File: config.mk
export PLATFORM = sky130hd
export DESIGN_NAME = de4_sopc_version_rom_arbiter
export DESIGN_NICKNAME = d
export VERILOG_FILES = /design/src/rtl/de4_sopc_version_rom_arbiter.sv
export SDC_FILE = /design/constraint.sdc
export NUM_CORES = 1
export LEC_CHECK = 0
export CORE_ASPECT_RATIO = 0.8
export CORE_MARGIN = 4
export CORE_UTILIZATION = 39
export DETAILED_ROUTE_END_ITERATION = 8
export PLACE_DENSITY = 0.87
export SYNTH_ARGS = -nofsm -noshare
export SYNTH_HDL_FRONTEND = slang
export SYNTH_SLANG_ARGS = --single-unit
File: constraint.sdc
create_clock -name clk -period 3.65 [get_ports clk]
set_input_delay 0.5475 -clock clk [delete_from_list [all_inputs] [get_ports clk]]
set_output_delay 0.5475 -clock clk [all_outputs]
set_load 0.1 [all_outputs]
File: src/rtl/de4_sopc_version_rom_arbiter.sv
// Two-master round-robin front end for the SOPC version ROM (s0 = CPU data, s1 = JTAG/debug).
// Latency: command accepted combinationally, read response exactly one cycle after accept.
// Backpressure: the losing requester, or any port during reset, sees waitrequest=1 and must hold its command.
//
// Ports:
//   clk, reset            - sole clock, synchronous active-high reset
//   s0_*, s1_*            - Avalon-MM slave ports (s1 additionally carries debugaccess)
//   rom_*                 - single-port on-chip RAM (registered address, unregistered data out)
//   wr_reject             - one-cycle pulse for an accepted but dropped write
module de4_sopc_version_rom_arbiter #(
    parameter int                NUM_WORDS = 5,
    parameter int                ADDR_W    = 3,
    parameter int                DATA_W    = 32,
    parameter logic [DATA_W-1:0] OOR_DATA  = '0
) (
    input  logic                  clk,
    input  logic                  reset,

    input  logic [ADDR_W-1:0]     s0_address,
    input  logic                  s0_read,
    input  logic                  s0_write,
    input  logic [DATA_W-1:0]     s0_writedata,
    input  logic [DATA_W/8-1:0]   s0_byteenable,
    output logic                  s0_waitrequest,
    output logic [DATA_W-1:0]     s0_readdata,
    output logic                  s0_readdatavalid,

    input  logic [ADDR_W-1:0]     s1_address,
    input  logic                  s1_read,
    input  logic                  s1_write,
    input  logic [DATA_W-1:0]     s1_writedata,
    input  logic [DATA_W/8-1:0]   s1_byteenable,
    input  logic                  s1_debugaccess,
    output logic                  s1_waitrequest,
    output logic [DATA_W-1:0]     s1_readdata,
    output logic                  s1_readdatavalid,

    output logic [ADDR_W-1:0]     rom_address,
    output logic                  rom_chipselect,
    output logic                  rom_write,
    output logic                  rom_debugaccess,
    output logic [DATA_W-1:0]     rom_writedata,
    output logic [DATA_W/8-1:0]   rom_byteenable,
    output logic                  rom_clken,
    input  logic [DATA_W-1:0]     rom_readdata,

    output logic                  wr_reject
);

    localparam logic [ADDR_W:0] LIMIT = NUM_WORDS[ADDR_W:0];

    // last_grant_q: 0 = s0 was last accepted, 1 = s1 was last accepted
    logic last_grant_q, last_grant_d;
    logic rsp_vld_q, rsp_vld_d;
    logic rsp_owner_q, rsp_owner_d;
    logic rsp_oor_q, rsp_oor_d;
    logic wr_reject_q, wr_reject_d;
    logic [DATA_W-1:0] s0_rdata_q, s1_rdata_q;

    logic s0_req, s1_req, gnt0, gnt1, acc;
    logic [ADDR_W-1:0]   sel_addr;
    logic                sel_read, sel_write, sel_oor, wr_permit;
    logic [DATA_W-1:0]   sel_wdata, rsp_data;
    logic [DATA_W/8-1:0] sel_be;
    logic                s0_rdv, s1_rdv;

    assign s0_req = s0_read | s0_write;
    assign s1_req = s1_read | s1_write;

    // On a tie the port that did not win last time is served.
    assign gnt0 = !reset && s0_req && (!s1_req ||  last_grant_q);
    assign gnt1 = !reset && s1_req && (!s0_req || !last_grant_q);
    assign acc  = gnt0 | gnt1;

    assign s0_waitrequest = !gnt0;
    assign s1_waitrequest = !gnt1;

    always_comb begin
        sel_addr  = '0;
        sel_read  = 1'b0;
        sel_write = 1'b0;
        sel_wdata = '0;
        sel_be    = '0;
        if (gnt0) begin
            sel_addr  = s0_address;
            sel_read  = s0_read;
            sel_write = s0_write;
            sel_wdata = s0_writedata;
            sel_be    = s0_byteenable;
        end else if (gnt1) begin
            sel_addr  = s1_address;
            sel_read  = s1_read;
            sel_write = s1_write;
            sel_wdata = s1_writedata;
            sel_be    = s1_byteenable;
        end
    end

    assign sel_oor = ({1'b0, sel_addr} >= LIMIT);

    // Read wins over a simultaneous write; only privileged in-range s1 writes reach the ROM.
    assign wr_permit = gnt1 && sel_write && !sel_read && s1_debugaccess && !sel_oor;

    assign rom_address     = sel_addr;
    assign rom_chipselect  = acc && !sel_oor && (sel_read || wr_permit);
    assign rom_write       = wr_permit;
    assign rom_debugaccess = wr_permit;
    assign rom_writedata   = sel_wdata;
    assign rom_byteenable  = sel_be;
    assign rom_clken       = 1'b1;

    always_comb begin
        last_grant_d = acc ? gnt1 : last_grant_q;
        rsp_vld_d    = acc && sel_read;
        rsp_owner_d  = gnt1;
        rsp_oor_d    = sel_oor;
        wr_reject_d  = acc && sel_write && !wr_permit;
    end

    // Response outputs are masked by reset so an in-flight read is dropped when reset arrives.
    assign rsp_data = rsp_oor_q ? OOR_DATA : rom_readdata;
    assign s0_rdv   = rsp_vld_q && !rsp_owner_q && !reset;
    assign s1_rdv   = rsp_vld_q &&  rsp_owner_q && !reset;

    assign s0_readdatavalid = s0_rdv;
    assign s1_readdatavalid = s1_rdv;
    assign s0_readdata      = s0_rdv ? rsp_data : s0_rdata_q;
    assign s1_readdata      = s1_rdv ? rsp_data : s1_rdata_q;
    assign wr_reject        = wr_reject_q;

    always_ff @(posedge clk) begin
        if (reset) begin
            last_grant_q <= 1'b1;
            rsp_vld_q    <= 1'b0;
            rsp_owner_q  <= 1'b0;
            rsp_oor_q    <= 1'b0;
            wr_reject_q  <= 1'b0;
            s0_rdata_q   <= '0;
            s1_rdata_q   <= '0;
        end else begin
            last_grant_q <= last_grant_d;
            rsp_vld_q    <= rsp_vld_d;
            rsp_owner_q  <= rsp_owner_d;
            rsp_oor_q    <= rsp_oor_d;
            wr_reject_q  <= wr_reject_d;
            if (s0_rdv) s0_rdata_q <= rsp_data;
            if (s1_rdv) s1_rdata_q <= rsp_data;
        end
    end

endmodule

==> key figures <==
Timing
  – Worst Clk Skew: 0.00738 ns
  – Final Hold Violating Endpoints: 0
  – RSZ-0062 raised after global routing: false
  – Shortest period the worst path allows: 3.07 ns
  – Post-route setup TNS: 0 ns
  – Final setup vio count: 0
  – Final worst-path cycle share: 84.1%
  – Slew headroom: 34.9%
  – Max Clk Rate: 0.326 GHz
  – Worst-Margin Slew: 0.973 ns
  – Fin. max-slew vios: 0

Logic synthesis
  – Largest area contributor in the synthesized netlist: dfxtp_1
  – EDFF count, synth: 0
  – Synth unique cells: 29
  – Most frequent cells after synthesis: 69 x dfxtp_1, 65 x nand2_1, 47 x nor2b_1, 39 x a22o_1, 34 x nand2b_1
  – Most frequent cell after synthesis: dfxtp_1
  – Synth Register Bits: 69
  – Synth Warn #: 0
  – Seq/Total Area, Yosys: 40.8%
  – Top-area cell type share of the netlist area: 40.8%
  – Largest cells by area after synthesis: dfxtp_1 41%, a22o_1 10%, nor2b_1 8.7%, nand2_1 7.2%, nand2b_1 6.3%
  – Syn avg cell area: 8.44 sq um
  – Post-Syn Nets: 518
  – Post-Syn Instances: 401
  – Post-Syn Area: 3380 sq um
  – FFs w/ async S/R, synth: 0%
  – Ys flop type: dfxtp_1

Global route
  – Largest net degree at the start of global routing: 51
  – Vias in the first global route: 3998
  – Initial antenna violation count: 0
  – Global-route wire length before repair: 20700 um
  – GRT Total Usage: 25.3%
  – Remaining Overflow, GRT: 0

Routing
  – Vias per std cell: 5.14
  – Per-cell routed wire length: 18.3 um
  – Iteration count of the initial detailed-routing pass: 4
  – Residual DRC count: 0
  – Vias: 3744
  – Final wirelength: 13300 um
  – Initial DRC Count: 261
  – Antenna viol nets, final: 0

Clocking
  – Post_cts resized: 0
  – CTS buffer count: 9
  – Hold buffer count at cts: 0
  – Clock sink count: 69
  – CTS tree: yes
  – Post-CTS Setup Inserts: 0
  – Worst skew pair latency: 0.33 ns
  – Clock slew at reported path FFs: 0.07 ns
  – CTS root buf: clkbuf_8
  – Maximum buffer depth of the clock tree: 2
  – H-tree depth: 3

Setup path
  – Req. time, crit path: 3.10 ns
  – CP bufs+invs: 3
  – Cell mode on critical path: buf_4
  – CP max FO: 39
  – CP delay by family, top: buffers and inverters
  – Worst Setup End Kind: output port
  – Worst stage delay on the critical path: 0.50 ns
  – CP arrival: 2.52 ns
  – Critical path class: input pin to output port
  – Max stage delay cell, worst path: clkdlybuf4s50_1
  – Crit start category: input pin
  – Critical-path cell list: clkdlybuf4s50_1 -> o21a_1 -> nor3_4 -> buf_4 -> a22o_1 -> buf_4

Worst hold path
  – Worst min-delay path class: flip-flop to flip-flop

Floorplanning
  – Die width: 112 um
  – I/O pin count: 229
  – Die H: 91.3 um
  – Initial core utilization: 39.9%
  – Standard-cell rows: 30
  – Core ar.: 8480 sq um
  – Die area: 10200 sq um

Run status
  – Status: completed

Final layout
  – Diodes inserted: 0
  – Layout cells sized above 1: 25.5%
  – Layout area overhead: 102%
  – Post-Layout Inst Area: 6840 sq um
  – Nets@finish: 728

Power
  – Pleak: 0.00278 uW
  – VDD IR-drop max: 0.236 mV
  – Total chip power: 2610 uW
  – PwrDens: 382 nW/um^2

Run
  – Max-Cap Viols: 0

Placement
  – IO Port Bufs: 227
  – HPWL Detailed: 10700 um
  – Final RePlAce weighted congestion: 0.893
  – Area after DPL: 6650 sq um
[tightest hold or removal path: cells and delay by family, from the launching register on]
family / cells / cell delay [ns]
AND/OR/NAND/NOR: 2 / 0.17
flip-flops: 1 / 0.31
AO/OA/AOI/OAI: 1 / 0.08
[layout make-up]
cell class / instances / area [sq um]
flip-flops and latches: 69 / 1380
repair buffers: 234 / 3310
inverters: 6 / 22.5
clock inverters: 7 / 73.8
fillers: 509 / 1640
well taps: 112 / 140
clock buffers: 9 / 124
multi-input cells: 291 / 1790
[per-layer routing]
layer	vias up	routed length (um)	track usage (%)
li1	1774	-	-
met1	1797	4990	28.3
met2	149	7130	46.5
met3	24	929	7.46
met4	0	272	7.01
met5	-	0	0
[cells in the final DEF, fill, tap and decap left out, drive strengths merged, types with 2 or more instances in the layout]
cell and instances:
o31a 2, o21ba 2, o21ai 64, buf 118
and2b 17, a311oi 2, nor2 4, clkbuf 9
inv 8, nand2 65, nor3 4, clkinv 3
nor2b 47, a22o 39, nand2b 34, o21a 2
a21oi 2, dfxtp 69, clkdlybuf4s50 116
[power by group]
part	leakage, uW	internal (uW)	switching (uW)
Clock	0.000100	319	300
Sequential	0.000559	774	14.2
Combinational	0.00212	440	765
[flip-flops by register name (all words and copies together) (netlist names)]
register and cells:
rsp_oor_q 1, s1_rdata_q 32, rsp_owner_q 1, last_grant_q 1
rsp_vld_q 1, wr_reject 1, s0_rdata_q 32
[through the flow]
| step | utilization (%) | instances | hold WS (ns) | worst slack [ns] |
|---|---|---|---|---|
| after floorplan | - | 401 | 0.558 | -0.220 |
| after global placement | 78.3 | 712 | 0.565 | 0.644 |
| after detailed placement | 78.3 | 712 | 0.575 | 0.588 |
| after CTS | 80.7 | 728 | 0.600 | 0.588 |
| after global routing | 80.7 | 728 | 0.630 | 0.431 |
| final | 80.7 | 728 | 0.591 | 0.582 |
[cells by family (layout without fill, tap and decap cells)]
family	after synthesis	after routing	synth area share [%]
compound gates	116	116	24.6
buf+inv	41	256	6.65
flops	69	69	40.8
other cells	1	1	0.111
simple gates	174	174	27.8
[final timing paths]
path                   from                to  slack, ns  cells past startpoint
max                 s0_read  rom_writedata[0]       0.58                      6
min          s0_rdata_q[14]    s0_rdata_q[14]       0.59                      3
max reg2reg       rsp_vld_q    s1_rdata_q[20]       1.76                      4
min reg2reg  s0_rdata_q[14]    s0_rdata_q[14]       0.59                      3
Power figures use the tool's default switching activity.
